## src/rtl/dmem_arbiter_pkg.sv

```systemverilog
// Shared definitions for the data-memory arbiter: requester indices and default widths.
package dmem_arbiter_pkg;

    typedef enum logic {
        PORT_CPU = 1'b0,
        PORT_LDR = 1'b1
    } port_e;

    localparam int DEFAULT_DATA_W = 32;
    localparam int DEFAULT_ADDR_W = 14;

endpackage

```

## src/rtl/dmem_arbiter.sv

```systemverilog
// Shares single-port data memory between the CPU (priority) and the UART loader,
// bounding CPU back-to-back wins while the loader waits; tracks 1-cycle read latency.
module dmem_arbiter
    import dmem_arbiter_pkg::*;
#(
    parameter int ADDR_W    = DEFAULT_ADDR_W,
    parameter int DATA_W    = DEFAULT_DATA_W,
    parameter int MAX_BURST = 4
) (
    input  logic              clock,
    input  logic              reset,
    input  logic              cpu_req,
    input  logic              cpu_we,
    input  logic [31:0]       cpu_addr,
    input  logic [DATA_W-1:0] cpu_wdata,
    output logic              cpu_gnt,
    output logic              cpu_rvalid,
    output logic              cpu_stall,
    input  logic              ldr_req,
    input  logic              ldr_we,
    input  logic [31:0]       ldr_addr,
    input  logic [DATA_W-1:0] ldr_wdata,
    output logic              ldr_gnt,
    output logic              ldr_rvalid,
    output logic [DATA_W-1:0] rdata,
    output logic              mem_we,
    output logic [ADDR_W-1:0] mem_addr,
    output logic [DATA_W-1:0] mem_wdata,
    input  logic [DATA_W-1:0] mem_rdata
);

    localparam logic [3:0] BURST_LIMIT = 4'(MAX_BURST);

    logic [3:0] burst_cnt;
    logic       rd_pend;
    port_e      rd_owner;
    logic       ldr_sel;
    logic       sel_we;
    logic       unused_addr_bits;

    // Byte offset and address bits above the memory's reach are dropped by design.
    assign unused_addr_bits = ^{cpu_addr[31:ADDR_W+2], cpu_addr[1:0],
                                ldr_addr[31:ADDR_W+2], ldr_addr[1:0]};

    always_comb begin
        ldr_sel   = ldr_req & (~cpu_req | (burst_cnt == BURST_LIMIT));
        ldr_gnt   = ~reset & ldr_sel;
        cpu_gnt   = ~reset & cpu_req & ~ldr_sel;
        cpu_stall = cpu_req & ~cpu_gnt;

        sel_we    = cpu_we;
        mem_addr  = cpu_addr[ADDR_W+1:2];
        mem_wdata = cpu_wdata;
        if (ldr_gnt) begin
            sel_we    = ldr_we;
            mem_addr  = ldr_addr[ADDR_W+1:2];
            mem_wdata = ldr_wdata;
        end
        mem_we = sel_we & (cpu_gnt | ldr_gnt);

        // Gating with reset drops a read whose response would land in the reset cycle.
        cpu_rvalid = ~reset & rd_pend & (rd_owner == PORT_CPU);
        ldr_rvalid = ~reset & rd_pend & (rd_owner == PORT_LDR);
        rdata      = mem_rdata;
    end

    always_ff @(posedge clock) begin
        if (reset) begin
            burst_cnt <= '0;
            rd_pend   <= 1'b0;
            rd_owner  <= PORT_CPU;
        end else begin
            if (ldr_gnt || !ldr_req) begin
                burst_cnt <= '0;
            end else if (cpu_gnt && burst_cnt != BURST_LIMIT) begin
                burst_cnt <= burst_cnt + 4'd1;
            end
            rd_pend  <= (cpu_gnt | ldr_gnt) & ~sel_we;
            rd_owner <= ldr_gnt ? PORT_LDR : PORT_CPU;
        end
    end

endmodule

```

## config.mk

```make
export PLATFORM = sky130hd
export DESIGN_NAME = dmem_arbiter
export DESIGN_NICKNAME = d
export VERILOG_FILES = /design/src/rtl/dmem_arbiter_pkg.sv /design/src/rtl/dmem_arbiter.sv
export SDC_FILE = /design/constraint.sdc
export NUM_CORES = 1
export LEC_CHECK = 0
export CAP_MARGIN = 20
export CORE_AREA = 2 2 96 98
export CTS_BUF_LIST = sky130_fd_sc_hd__clkbuf_8
export DETAILED_ROUTE_END_ITERATION = 8
export DIE_AREA = 0 0 98 100
export GPL_TIMING_DRIVEN = 1
export PLACE_DENSITY = 0.64
export RECOVER_POWER = 50
export SETUP_SLACK_MARGIN = 0.05
export SLEW_MARGIN = 30
export SYNTH_ARGS = -nofsm -noshare
export SYNTH_HDL_FRONTEND = slang
export SYNTH_SLANG_ARGS = --single-unit
```

## constraint.sdc

```tcl
create_clock -name clock -period 2.23 [get_ports clock]
set_input_delay 0.223 -clock clock [delete_from_list [all_inputs] [get_ports clock]]
set_output_delay 0.223 -clock clock [all_outputs]
set_load 0.01 [all_outputs]
```

==> impl_results.md, run 1 <==
* Initial Util at 12.8%
* Synthesized flop and latch total at 6
* Final antenna-violating net count at 0
* Core Rows at 35
* Final wirelength at 4.78 mm
* DR WL/cell at 13.0 um
* Syn-to-layout area delta at 137%
* Synthesized Nets at 286
* Vias per Instance at 3.66
* Setup violators final at 0
* Sink Count at 6
* Sequential-to-total area share from yosys stat at 10.6%
* Max FO, Critical Path at 10
* Syn_area_per_cell at 9.63 um2
* Residual DRC at 0
* F_max at 473 MHz
* Number of H-tree levels at 1
* Post-synth EDFFs at 0
* Initial antenna violation count at 0
* Simple-Gate Fraction of Synth Area at 8.92%
* Async SR Flop Fraction at 0%
* Synth Flop Type: dfxtp_1
* GRT overflow at 0
* Largest net degree at the start of global routing at 16
* Router iterations before antenna repair at 4
* Longest Clk Path Bufs at 2
* Worst Max-Slew Pin Slew at 203 ps
* Yosys top cell by area: mux2_2
* Total CTS buffers at 3
* Outcome: finished, final reports clean
* Synth Area in Compound Gates at about 4.3%
* Crit share post-route at 94.9%
* Setup crit start kind: register
* Warnings, synthesis at 0
* Final Max Slew Viols at 0
* Main combinational cell family by area after synthesis: multiplexers
* Die area at around 9800 um2
* Power Density at 261 nW/um2
* Die height at approximately 100 um
* Vias at between 1000 and 1500
* Diode count at 0
* Die Wd at between 90 and 100 um
* First-pass GRT wire length at 6.83 mm
* Clock Latency Late Sink at 220 ps
* Max_slew headroom at around 86%
* Yosys cell types at 22
* Root buffer cell: clkbuf_8
* Adder-Cell Fraction of Synth Area at 2.20%
* Top-area cell type share of the netlist area at 35.7%
* Crit. End Element: output pin
* # nets final at about 430
* Io pins at 250
* Most common cell in the netlist: mux2_2
* Core area at 8890 um2
* GRT Total Usage at 9.02%
* Iter 0 DRT Violations at 11
* Register clock-pin slew on the reported worst setup and hold paths at 30 ps
* Share of post-route cells with drive strength above 1 at a little under two fifths
* CTS tree: built
* Hpwl dp at 3.93 mm
* Worst EP required at about 2000 ps
* P_leak at 1.11 nW
* RSZ-0062 raised after global routing: false
* Synth top area cells: mux2_2 36%, buf_4 23%, dfxtp_1 11%
* Synth top cells by count: 36 x mux2_2, 35 x buf_4, 10 x mux2_1
* Hold buffers post-CTS at 0
* Min-Delay Path Class: in -> out
* Peak supply drop at between 100 and 150 uV
* Final hold viol count at 0
* Post-Synth XOR/XNOR Area at 0.771%
* Shortest period the worst path allows at around 2100 ps
* IO Port Bufs at between 100 and 150
* Worst endpoint data arrival time at 1890 ps
* Setup_tns at 0 ps
* Mux contribution to synthesized area at 46.5%
* Clock Skew at 0.687 ps
* Gate Count Post-Synth at around 120
* Final cell count without fillers at 368
* DP Cell Count at about 350
* Vias in the first global route at 1357
* GPL Wtd Cong at 0.725
* Max-cap viol count at 0
* Netlist Area Pre-Place at 1140 um2
* CP Class: reg -> out
## layer usage
| metal | track usage (%) | wire [um] | up-vias |
|---|---|---|---|
| met1 | 10.6 | 1920 | 597 |
| met4 | 3.63 | 90 | 0 |
| met5 | 0 | 0 | - |
| met3 | 2.86 | 363 | 7 |
| li1 | - | - | 661 |
| met2 | 15.3 | 2400 | 82 |
## layout by cell type, fill, tap and decap left out, types with 2 or more instances in the layout
cell type,n
clkdlybuf4s50_1,99
mux2_2,35
clkdlybuf4s15_1,15
buf_2,13
clkbuf_2,12
buf_4,12
mux2_1,9
dfxtp_1,6
dlygate4sd2_1,6
buf_6,6
inv_1,4
nor3_1,3
clkbuf_8,3
buf_12,3
mux2_4,2
and3b_1,2
a21oi_1,2
a22o_1,2
nor3b_1,2
dlygate4sd3_1,2
## layout make-up
class	instances	area (um2)
inverter	5	18.8
sequential	6	120
multi-input combinational	70	741
tap	111	139
fill	918	6200
timing repair buffer	173	1630
clock buffer	3	41.3
## per-stage QoR
step / instance area (um2) / hold WS, ps / total power [W] / setup slack [ps] / utilization [%]
after floorplan: 1140 / 315 / 0.000301 / 487 / -
after global placement: 2600 / 446 / 0.000560 / -163 / 29.2
after detailed placement: 2600 / 446 / 0.000562 / -165 / 29.2
after CTS: 2760 / 446 / 0.000718 / 33.6 / 31.0
after global routing: 2690 / 446 / 0.000745 / 36.6 / 30.3
final: 2690 / 446 / 0.000701 / 114 / 30.3
## state kept, by name (all words and copies together), names as in the netlist
name and cells:
rd_owner 1, burst_cnt 4, rd_pend 1
## worst paths after layout
kind,startpoint,cells past startpoint,to,slack [ps]
max,burst_cnt[0],8,mem_wdata[14],110
min,mem_rdata[0],0,rdata[0],450
max reg2reg,burst_cnt[0],8,rd_pend,770
min reg2reg,burst_cnt[0],2,burst_cnt[0],540
## critical path, cell delays in order (launching register included)
cell and delay (ps):
dfxtp_1 300, inv_1 80, ha_4 150, nand3b_4 90
a21oi_4 190, buf_6 130, buf_12 120, mux2_2 330
dlygate4sd2_1 280
## power by group
part	switching [W]	internal [W]
Clock	0.0000460	0.000116
Combinational	0.000133	0.000294
Sequential	0.00000121	0.000111
## cells by family after synthesis
kind of cell	Yosys count
AO/OA/AOI/OAI	6
XOR/XNOR	1
adder cells (fa/ha/maj)	2
buffers and inverters	42
flip-flops	6
multiplexers	47
AND/OR/NAND/NOR	14
## repair_timing
action                                  4_1_cts  5_1_grt
resized for setup                            98       46
setup buffers                                10        0
cloned                                        1        1
endpoints found under the setup margin       49       41
pin swaps                                     2        0
Note: power is estimated with default switching activity, not from simulation.
==> run 2: changes to the inputs <==
--- a/config.mk
+++ b/config.mk
@@ -11,7 +11,7 @@
 export DETAILED_ROUTE_END_ITERATION = 8
 export DIE_AREA = 0 0 98 100
 export GPL_TIMING_DRIVEN = 1
-export PLACE_DENSITY = 0.64
+export PLACE_DENSITY_LB_ADDON = 0.05
 export RECOVER_POWER = 50
 export SETUP_SLACK_MARGIN = 0.05
 export SLEW_MARGIN = 30
==> constraint.sdc (replaced) <==
create_clock -name clock -period 2.23 [get_ports clock]
set_input_delay 0.3345 -clock clock [delete_from_list [all_inputs] [get_ports clock]]
set_output_delay 0.3345 -clock clock [all_outputs]
set_load 0.01 [all_outputs]
==> impl_results.md, run 2 (synthesized netlist as in run 1, its figures left out) <==
* Outcome: finished, final reports clean
* Total CTS buffers at 3
* Share of post-route cells with drive strength above 1 at 44.5%
* GRT overflow at 0
* Io pins at 250
* Reg2Reg Setup Slack at between 700 and 800 ps
* Number of H-tree levels at 1
* Final antenna-violating net count at 0
* Peak supply drop at 95.4 uV
* Vias per Instance at 3.76
* Register clock-pin slew on the reported worst setup and hold paths at roughly 30 ps
* Setup violators final at 0
* Max reg flops at 4
* Largest net degree at the start of global routing at 16
* Max-cap viol count at 0
* Worst endpoint data arrival time at ~1800 ps
* Reg2reg end: rd_pend
* WHS Endpoint: burst_cnt[0]
* Worst Setup SP: burst_cnt[0]
* Most flop-heavy register: burst_cnt
* Min-Delay Path Class: reg -> reg
* # nets final at roughly 420
* Core area at 8890 um2
* Residual DRC at 0
* Root buffer cell: clkbuf_8
* IO Port Bufs at 149
* Final Max Slew Viols at 0
* DR WL/cell at ~14 um
* P_leak at approximately 1.2 nW
* Biggest regs: burst_cnt x4, rd_owner x1, rd_pend x1
* Hold depth at 2
* Core Rows at 35
* Clock Skew at 0.383 ps
* F_max at around 470 MHz
* HP Start: burst_cnt[0]
* Hpwl dp at 4.26 mm
* Commonest non-fill, non-tap cell in the layout: clkdlybuf4s50_1
* Die Wd at 98 um
* Max_slew headroom at 84.1%
* Most frequent cells in the layout: 94 x clkdlybuf4s50_1, 26 x buf_6, 20 x mux2_2
* CP Class: reg -> out
* DP Cell Count at 354
* GPL Wtd Cong at a little under 0.7
* Iter 0 DRT Violations at 0
* Final wirelength at 5.24 mm
* Die height at 100 um
* Worst EP required at 1900 ps
* Syn-to-layout area delta at 140%
* Setup crit start kind: register
* First-pass GRT wire length at between 7 and 8 mm
* Final cell count without fillers at 365
* Longest Clk Path Bufs at 2
* Power Density at 264 nW/um2
* Sink Count at 6
* Initial Util at about an eighth
* Die area at just under 10000 um2
* Clock Latency Late Sink at 220 ps
* Diode count at 0
* Final hold viol count at 0
* Router iterations before antenna repair at 1
* Crit share post-route at 95.3%
* Vias at 1371
* Worst Reg2Reg Path Length in Cells at 7
* RSZ-0062 raised after global routing: true
* CTS tree: built
* Vias in the first global route at 1498
* Max FO, Critical Path at 7
* Setup_tns at 0 ps
* GRT Total Usage at 10.0%
* Worst Max-Slew Pin Slew at 238 ps
* Crit Reg-Reg Startpoint: burst_cnt[1]
* Crit. End Element: output pin
* Initial antenna violation count at 0
* Shortest period the worst path allows at approximately 2100 ps
## run 2: cell types whose count changed in the layout (fill, tap and decap cells not counted), sizes merged
cell | previous run | this run
buf | 35 | 45
clkbuf | 18 | 25
clkdlybuf4s15 | 15 | 0
clkdlybuf4s25 | 1 | 0
clkdlybuf4s50 | 99 | 94
dlygate4sd2 | 6 | 7
## run 2: worst max path at each step
stage                   endpoint
floorplan            mem_addr[0]
global placement     mem_addr[6]
detailed placement   mem_addr[6]
CTS                  mem_addr[9]
global route         mem_addr[2]
finish              mem_wdata[6]
## run 2: what timing repair did
action,in CTS,in global routing
pin swaps,2,2
endpoints found under the setup margin,50,46
hold buffers,0,0
resized for setup,166,63
buffers inserted,6,0
gates cloned,3,1
## run 2: area by class of cell
class / instances / area (um2)
fillers: 949 / 6160
repair buffers: 170 / 1620
multi-input cells: 70 / 790
well taps: 111 / 139
flip-flops and latches: 6 / 121
clock buffers: 3 / 41.3
inverters: 5 / 18.8
## run 2: power by group
| part | internal (W) | leakage, nW | switching, W |
|---|---|---|---|
| Clock | 0.000115 | 0.0216 | 0.0000403 |
| Combinational | 0.000314 | 1.11 | 0.000140 |
| Sequential | 0.000111 | 0.0493 | 0.00000132 |
## run 2: metal layers
metal | vias up | wire [um] | GRT usage, %
met4 | 0 | 27 | 2.24
met3 | 4 | 683 | 4.32
met5 | - | 0 | 0
met2 | 113 | 2510 | 17.3
met1 | 602 | 2020 | 11.6
li1 | 652 | - | -
## run 2: per-stage QoR
stage | hold WS, ps | power (W) | area, um2 | setup slack [ps] | utilization [%]
finish | 519 | 0.000722 | 2730 | 105 | 30.7
global route | 547 | 0.000767 | 2730 | 12.2 | 30.7
CTS | 530 | 0.000734 | 2780 | -52.8 | 31.3
detailed placement | 523 | 0.000561 | 2590 | -352 | 29.1
global placement | 521 | 0.000566 | 2590 | -353 | 29.1
floorplan | 426 | 0.000301 | 1140 | 376 | -
## run 2: worst max-delay path: stages (launching register included)
cell and delay, ps:
dfxtp_2 310, inv_2 60, ha_4 140, nand3b_4 90, a21oi_4 170, buf_6 140
buf_6 100, buf_12 120, mux2_4 300, buf_6 120
==> run 3: changes to the inputs <==
--- a/config.mk
+++ b/config.mk
@@ -5,7 +5,6 @@
 export SDC_FILE = /design/constraint.sdc
 export NUM_CORES = 1
 export LEC_CHECK = 0
-export CAP_MARGIN = 20
 export CORE_AREA = 2 2 96 98
 export CTS_BUF_LIST = sky130_fd_sc_hd__clkbuf_8
 export DETAILED_ROUTE_END_ITERATION = 8
==> results of run 3 <==
Final layout, timing and power as in run 2 (identical DEF).
